$ cat src/rtl/ctrl_pkg.sv
// Shared types and instruction-field positions for the control sequencer.
package ctrl_pkg;

  typedef enum logic [2:0] {
    S_IDLE, S_FETCH, S_DECODE, S_EXEC, S_WB, S_HALT
  } state_t;

  typedef enum logic [3:0] {
    OP_NOP  = 4'h0,
    OP_ALU  = 4'h1,
    OP_ALUI = 4'h2,
    OP_LDI  = 4'h3,
    OP_BRC  = 4'h4,
    OP_JMP  = 4'h5,
    OP_HALT = 4'hF
  } opcode_t;

  localparam int unsigned INSTR_W = 24;
  localparam int unsigned OP_LSB  = 20;
  localparam int unsigned FN_LSB  = 16;
  localparam int unsigned RD_LSB  = 12;
  localparam int unsigned RA_LSB  = 8;
  localparam int unsigned RB_LSB  = 4;
  localparam int unsigned IMM_LSB = 0;

  function automatic logic writes_reg(input logic [3:0] op);
    return (op == OP_ALU) || (op == OP_ALUI) || (op == OP_LDI);
  endfunction

  function automatic logic runs_exec(input logic [3:0] op);
    return op <= OP_JMP;
  endfunction

endpackage

$ cat src/rtl/branch_eval.sv
// Selects one comparator flag by function code; codes above 4 never branch.
module branch_eval (
  input  logic [4:0] compared,
  input  logic [2:0] fn_sel,
  output logic       taken
);

  always_comb begin
    taken = 1'b0;
    if (fn_sel <= 3'd4) taken = compared[fn_sel];
  end

endmodule

$ cat src/rtl/control_sequencer.sv
// Fetch/decode/execute/writeback sequencer; only pc, ir and state are stored.
module control_sequencer
  import ctrl_pkg::*;
#(
  parameter int unsigned PC_W = 8
) (
  input  logic                clk,
  input  logic                rst_n,
  input  logic                start,
  output logic                instr_req,
  output logic [PC_W-1:0]     instr_addr,
  input  logic                instr_valid,
  input  logic [INSTR_W-1:0]  instr_data,
  input  logic [4:0]          compared,
  output logic [3:0]          SRD,
  output logic [3:0]          SBA,
  output logic [3:0]          SBB,
  output logic [3:0]          SULA,
  output logic [1:0]          selMuxCTE,
  output logic [7:0]          CTE,
  output logic                LE,
  output logic                busy,
  output logic                halted,
  output logic                illegal
);

  state_t               state_q, state_d;
  logic [PC_W-1:0]      pc_q, pc_d;
  logic [INSTR_W-1:0]   ir_q, ir_d;

  logic [3:0]           op;
  logic [7:0]           imm;
  logic [PC_W-1:0]      imm_pc;
  logic [PC_W-1:0]      pc_inc;
  logic                 br_taken;

  assign op     = ir_q[OP_LSB +: 4];
  assign imm    = ir_q[IMM_LSB +: 8];
  assign imm_pc = PC_W'(imm);
  assign pc_inc = pc_q + PC_W'(1);

  branch_eval u_branch_eval (
    .compared (compared),
    .fn_sel   (ir_q[FN_LSB +: 3]),
    .taken    (br_taken)
  );

  always_ff @(posedge clk or negedge rst_n) begin
    if (!rst_n) begin
      state_q <= S_IDLE;
      pc_q    <= '0;
      ir_q    <= '0;
    end else begin
      state_q <= state_d;
      pc_q    <= pc_d;
      ir_q    <= ir_d;
    end
  end

  always_comb begin
    state_d = state_q;
    pc_d    = pc_q;
    ir_d    = ir_q;
    unique case (state_q)
      S_IDLE: begin
        if (start) begin
          state_d = S_FETCH;
          pc_d    = '0;
        end
      end
      S_FETCH: begin
        if (instr_valid) begin
          ir_d    = instr_data;
          state_d = S_DECODE;
        end
      end
      S_DECODE: state_d = runs_exec(op) ? S_EXEC : S_HALT;
      S_EXEC: begin
        // Register-writing ops defer the pc update to WB.
        if (writes_reg(op)) begin
          state_d = S_WB;
        end else begin
          state_d = S_FETCH;
          case (op)
            OP_BRC:  pc_d = br_taken ? imm_pc : pc_inc;
            OP_JMP:  pc_d = imm_pc;
            default: pc_d = pc_inc;
          endcase
        end
      end
      S_WB: begin
        state_d = S_FETCH;
        pc_d    = pc_inc;
      end
      S_HALT:  state_d = S_HALT;
      default: state_d = S_IDLE;
    endcase
  end

  always_comb begin
    instr_req  = (state_q == S_FETCH);
    instr_addr = pc_q;
    busy       = (state_q != S_IDLE) && (state_q != S_HALT);
    halted     = (state_q == S_HALT);
    illegal    = (state_q == S_HALT) && (op != OP_HALT);
    LE         = (state_q == S_WB);
    SRD        = '0;
    SBA        = '0;
    SBB        = '0;
    SULA       = '0;
    selMuxCTE  = 2'b00;
    CTE        = '0;
    if ((state_q == S_DECODE) || (state_q == S_EXEC) || (state_q == S_WB)) begin
      SBA  = ir_q[RA_LSB +: 4];
      SBB  = ir_q[RB_LSB +: 4];
      SULA = ir_q[FN_LSB +: 4];
      if (writes_reg(op)) SRD = ir_q[RD_LSB +: 4];
      case (op)
        OP_ALUI: begin
          selMuxCTE = 2'b10;
          CTE       = imm;
        end
        OP_LDI: begin
          selMuxCTE = 2'b11;
          CTE       = imm;
        end
        default: ;
      endcase
    end
  end

endmodule

$ cat config.mk
export PLATFORM = sky130hd
export DESIGN_NAME = control_sequencer
export DESIGN_NICKNAME = d
export VERILOG_FILES = /design/src/rtl/ctrl_pkg.sv /design/src/rtl/branch_eval.sv /design/src/rtl/control_sequencer.sv
export SDC_FILE = /design/constraint.sdc
export NUM_CORES = 1
export LEC_CHECK = 0
export ABC_AREA = 1
export CORE_MARGIN = 2
export CORE_UTILIZATION = 42
export CTS_BUF_LIST = sky130_fd_sc_hd__clkbuf_8
export DETAILED_ROUTE_END_ITERATION = 10
export GPL_ROUTABILITY_DRIVEN = 0
export PLACE_DENSITY = 0.77
export SYNTH_ARGS = -nofsm -noshare
export SYNTH_HDL_FRONTEND = slang
export SYNTH_SLANG_ARGS = --single-unit
$ cat constraint.sdc
create_clock -name clk -period 1.4 [get_ports clk]
set_input_delay 0.28 -clock clk [delete_from_list [all_inputs] [get_ports clk]]
set_output_delay 0.28 -clock clk [all_outputs]
set_load 0.005 [all_outputs]
==> metrics <==
status=complete, but fails checks; failing checks=negative setup slack; Final Instance Area=about 0.0038 sq mm; Diodes inserted=0; R2R Path Start=state_q[1]; Filler Cell Count=approximately 270; Synth cell types=34; Crit Path Max Fanout=15; Maximum Capacitance Violations=0; clock root cell=clkbuf_8; core area=0.004661 sq mm; final worst slack=-0.5410 ns; crit end category=output port; Worst path top cell family by delay=flip-flops; Die Area=around 0.0053 sq mm; crit path DAT=around 1.7 ns; Ys Warns=0; slew at the pin closest to its max-slew limit=approximately 0.36 ns; Starting DRT DRC Count=between 100 and 150; Top cell by count, worst path=nor2_4; Sink Count=35; Post-route DRC=0; num rows=25; Max Fclk=515.2 MHz; CTS Buffer Depth=2; WP data required=roughly 1.1 ns; Pre-antenna DRT Iters=4; Period minus WS final=1.941 ns; # nets final=roughly 450; Bufs and invs on worst path=3; Max Slew Vio Count=0; layout cell share with drive strength beyond 1=between 40 and 50%; via count=2,395; Die Height=roughly 73 microns; adder-cell share of the synthesized area=less than 1%; WL/cell=15.37 microns; DIE WIDTH=between 70 and 80 microns; vias in the first global route=approximately 2,300; Final Hold Vio Count=0; Post-Synthesis Cell Area=~0.002 sq mm; IO Pins=72; first-pass GRT wire length=approximately 10 mm; largest family of logic cells by synthesized area=simple AND/OR/NAND/NOR gates; Mapped Nets=about 300; Vias per Instance=approximately 5.1; Clock Skew=roughly 0.008 ns; multiplexer share of the synthesized area=3.952%; area post-placement=0.003090 sq mm; Tot Pwr=7.784 mW; initial antenna violation count=0; simple-gate share of the synthesized area=30.93%; HP Class=in2async; Area growth, synth to finish=90.97%; All-Layer GR Usage=25.34%; critical path's largest stage delay=roughly 0.45 ns; XOR/XNOR Fraction of Synth Area=less than 1%; Leakage Power=between 1.5 and 2 nW; critical-path cell list=nor2_4 -> inv_2 -> nor2_4 -> a21oi_4 -> buf_8 -> nor2_1 -> clkdlybuf4s15_2; TritonCTS Buffers=5; critical path launch point type=flip-flop; starting density of the core=between 40% and 50%; number of synthesized register bits=35; RSZ-0062 raised after global routing=yes; TritonCTS clock tree=done; port bufs=about 70; pin count of the biggest net entering global routing=24; compound-gate portion of the synthesized area=a little under a tenth; Crit Path Category=reg2out; CTS H-Tree Depth=2; Slew headroom=76.11%; Post-DP HPWL=4.174 mm; post-detailed-route count of antenna-violating nets=0; CP max stage cell=dfrtp_1; worst vdd ir=0.001134 V; Worst setup startpoint=state_q[1]; Clock Latency Late Sink=0.30 ns; sequential area share after synthesis=between 40% and 50%; P per Cell Area=around 2000 mW/mm^2; Routed WL=between 7 and 8 mm; Final period util=138.6%; total grt overflow=0; final hold slack=slightly above 0.4 ns; Syn Inst Count=271; Finish-stage setup viols=66; mean area per synthesized cell=between 7 and 8 sq um; Worst-path clk slew=about 0.08 ns
[through the flow]
step	instances	setup slack [ns]	setup TNS, ns	utilization (%)
finish	466	-0.5410	-25.32	81.72
global route	466	-0.6016	-29.06	81.72
CTS	459	-0.4986	-19.11	73.83
detailed placement	431	-0.5022	-17.58	66.31
global placement	431	-0.4102	-15.58	66.31
floorplan	271	-0.08600	-1.415	-
[synthesized netlist by cell type]
cell type / count / area [sq um]
nor3_2: 1 / 10.01
nand2_2: 3 / 18.77
a41oi_1: 1 / 8.760
o21ai_0: 1 / 5.000
buf_2: 3 / 15.01
nand2b_1: 1 / 6.260
xnor2_1: 1 / 8.760
nor3_4: 1 / 16.27
nand2_4: 2 / 22.52
nand3b_1: 1 / 7.510
ha_1: 1 / 12.51
nor3_1: 2 / 10.01
o21ai_1: 1 / 5.000
nor2_1: 57 / 214.0
mux2_2: 2 / 22.52
nor2_4: 1 / 11.26
nand2_1: 48 / 180.2
nand4_1: 2 / 12.51
nor2_2: 1 / 6.260
inv_2: 5 / 18.77
clkinv_1: 1 / 3.750
a31oi_1: 1 / 6.260
dfrtp_1: 35 / 875.8
nor4_1: 1 / 6.260
a21oi_1: 25 / 125.1
nand3_1: 19 / 95.09
a22oi_1: 1 / 7.510
xor2_1: 1 / 8.760
a21oi_2: 3 / 26.28
clkbuf_1: 2 / 7.510
inv_1: 40 / 150.1
mux2_1: 5 / 56.30
inv_4: 1 / 6.260
a21o_1: 1 / 7.510
[power by group]
group	switching [mW]	total (mW)	internal (mW)
Clock	0.383	0.769	0.386
Combinational	2.64	5.26	2.61
Sequential	0.284	1.76	1.47
[area by class of cell]
class,instances,area (sq um),share of cell area (%)
repair buffers,139,1294,33.97
multi-input cells,184,1287,33.80
flip-flops and latches,35,875.8,23.00
inverters,47,196.4,5.158
clock buffers,6,82.58,2.168
well taps,54,67.56,1.774
clock inverters,1,5.005,0.1314
[kinds of logic after synthesis]
| kind of cell | after synthesis |
|---|---|
| flops | 35 |
| fa+ha+maj | 1 |
| mux | 7 |
| buf+inv | 52 |
| simple gates | 140 |
| xor+xnor | 2 |
| compound gates | 34 |
[worst paths after layout]
check                      slack (ns)  cells after the start             to
max                             -0.54                      7        SULA[2]
min                              0.42                      2        ir_q[3]
max reg2reg                     -0.47                     14  instr_addr[4]
min reg2reg                      0.52                      2        ir_q[9]
max in group asynchronous        0.54                      3       ir_q[14]
min in group clk                 0.52                      2        ir_q[9]
[state kept, by name (all words and copies together) (netlist names)]
name        flops
instr_addr      8
ir_q           24
state_q         3
[layout by cell type (no fill, tap or decap), types with 2 or more instances in the layout]
cell type,count
buf_2,22
inv_2,7
nor2_4,18
inv_1,36
clkdlybuf4s15_2,7
inv_4,3
nor3_4,2
nor2_1,25
nand3_1,18
clkbuf_2,2
buf_12,5
nor2_2,16
mux2_2,2
nand2_4,8
buf_4,39
a21oi_4,2
clkdlybuf4s50_1,31
a21oi_2,17
a21oi_1,9
dfrtp_1,35
mux2_4,5
nand2_1,40
clkbuf_8,6
buf_8,3
dlygate4sd2_1,8
buf_6,19
nand4_1,2
nand2_2,4
[layer usage]
layer	part of all wire, %	global-route usage [%]
met5	0	0
met2	54	44.85
met4	1.9	7.202
met3	6.1	5.525
met1	38	30.97
[repair_timing]
item,in CTS,in global routing
endpoints found under the hold margin,12,0
setup buffers,18,14
cloned,2,1
pin swaps,11,28
gates resized for setup,168,97
hold buffers,1,0
setup endpoints to repair,67,66
Power figures use the tool's default switching activity.
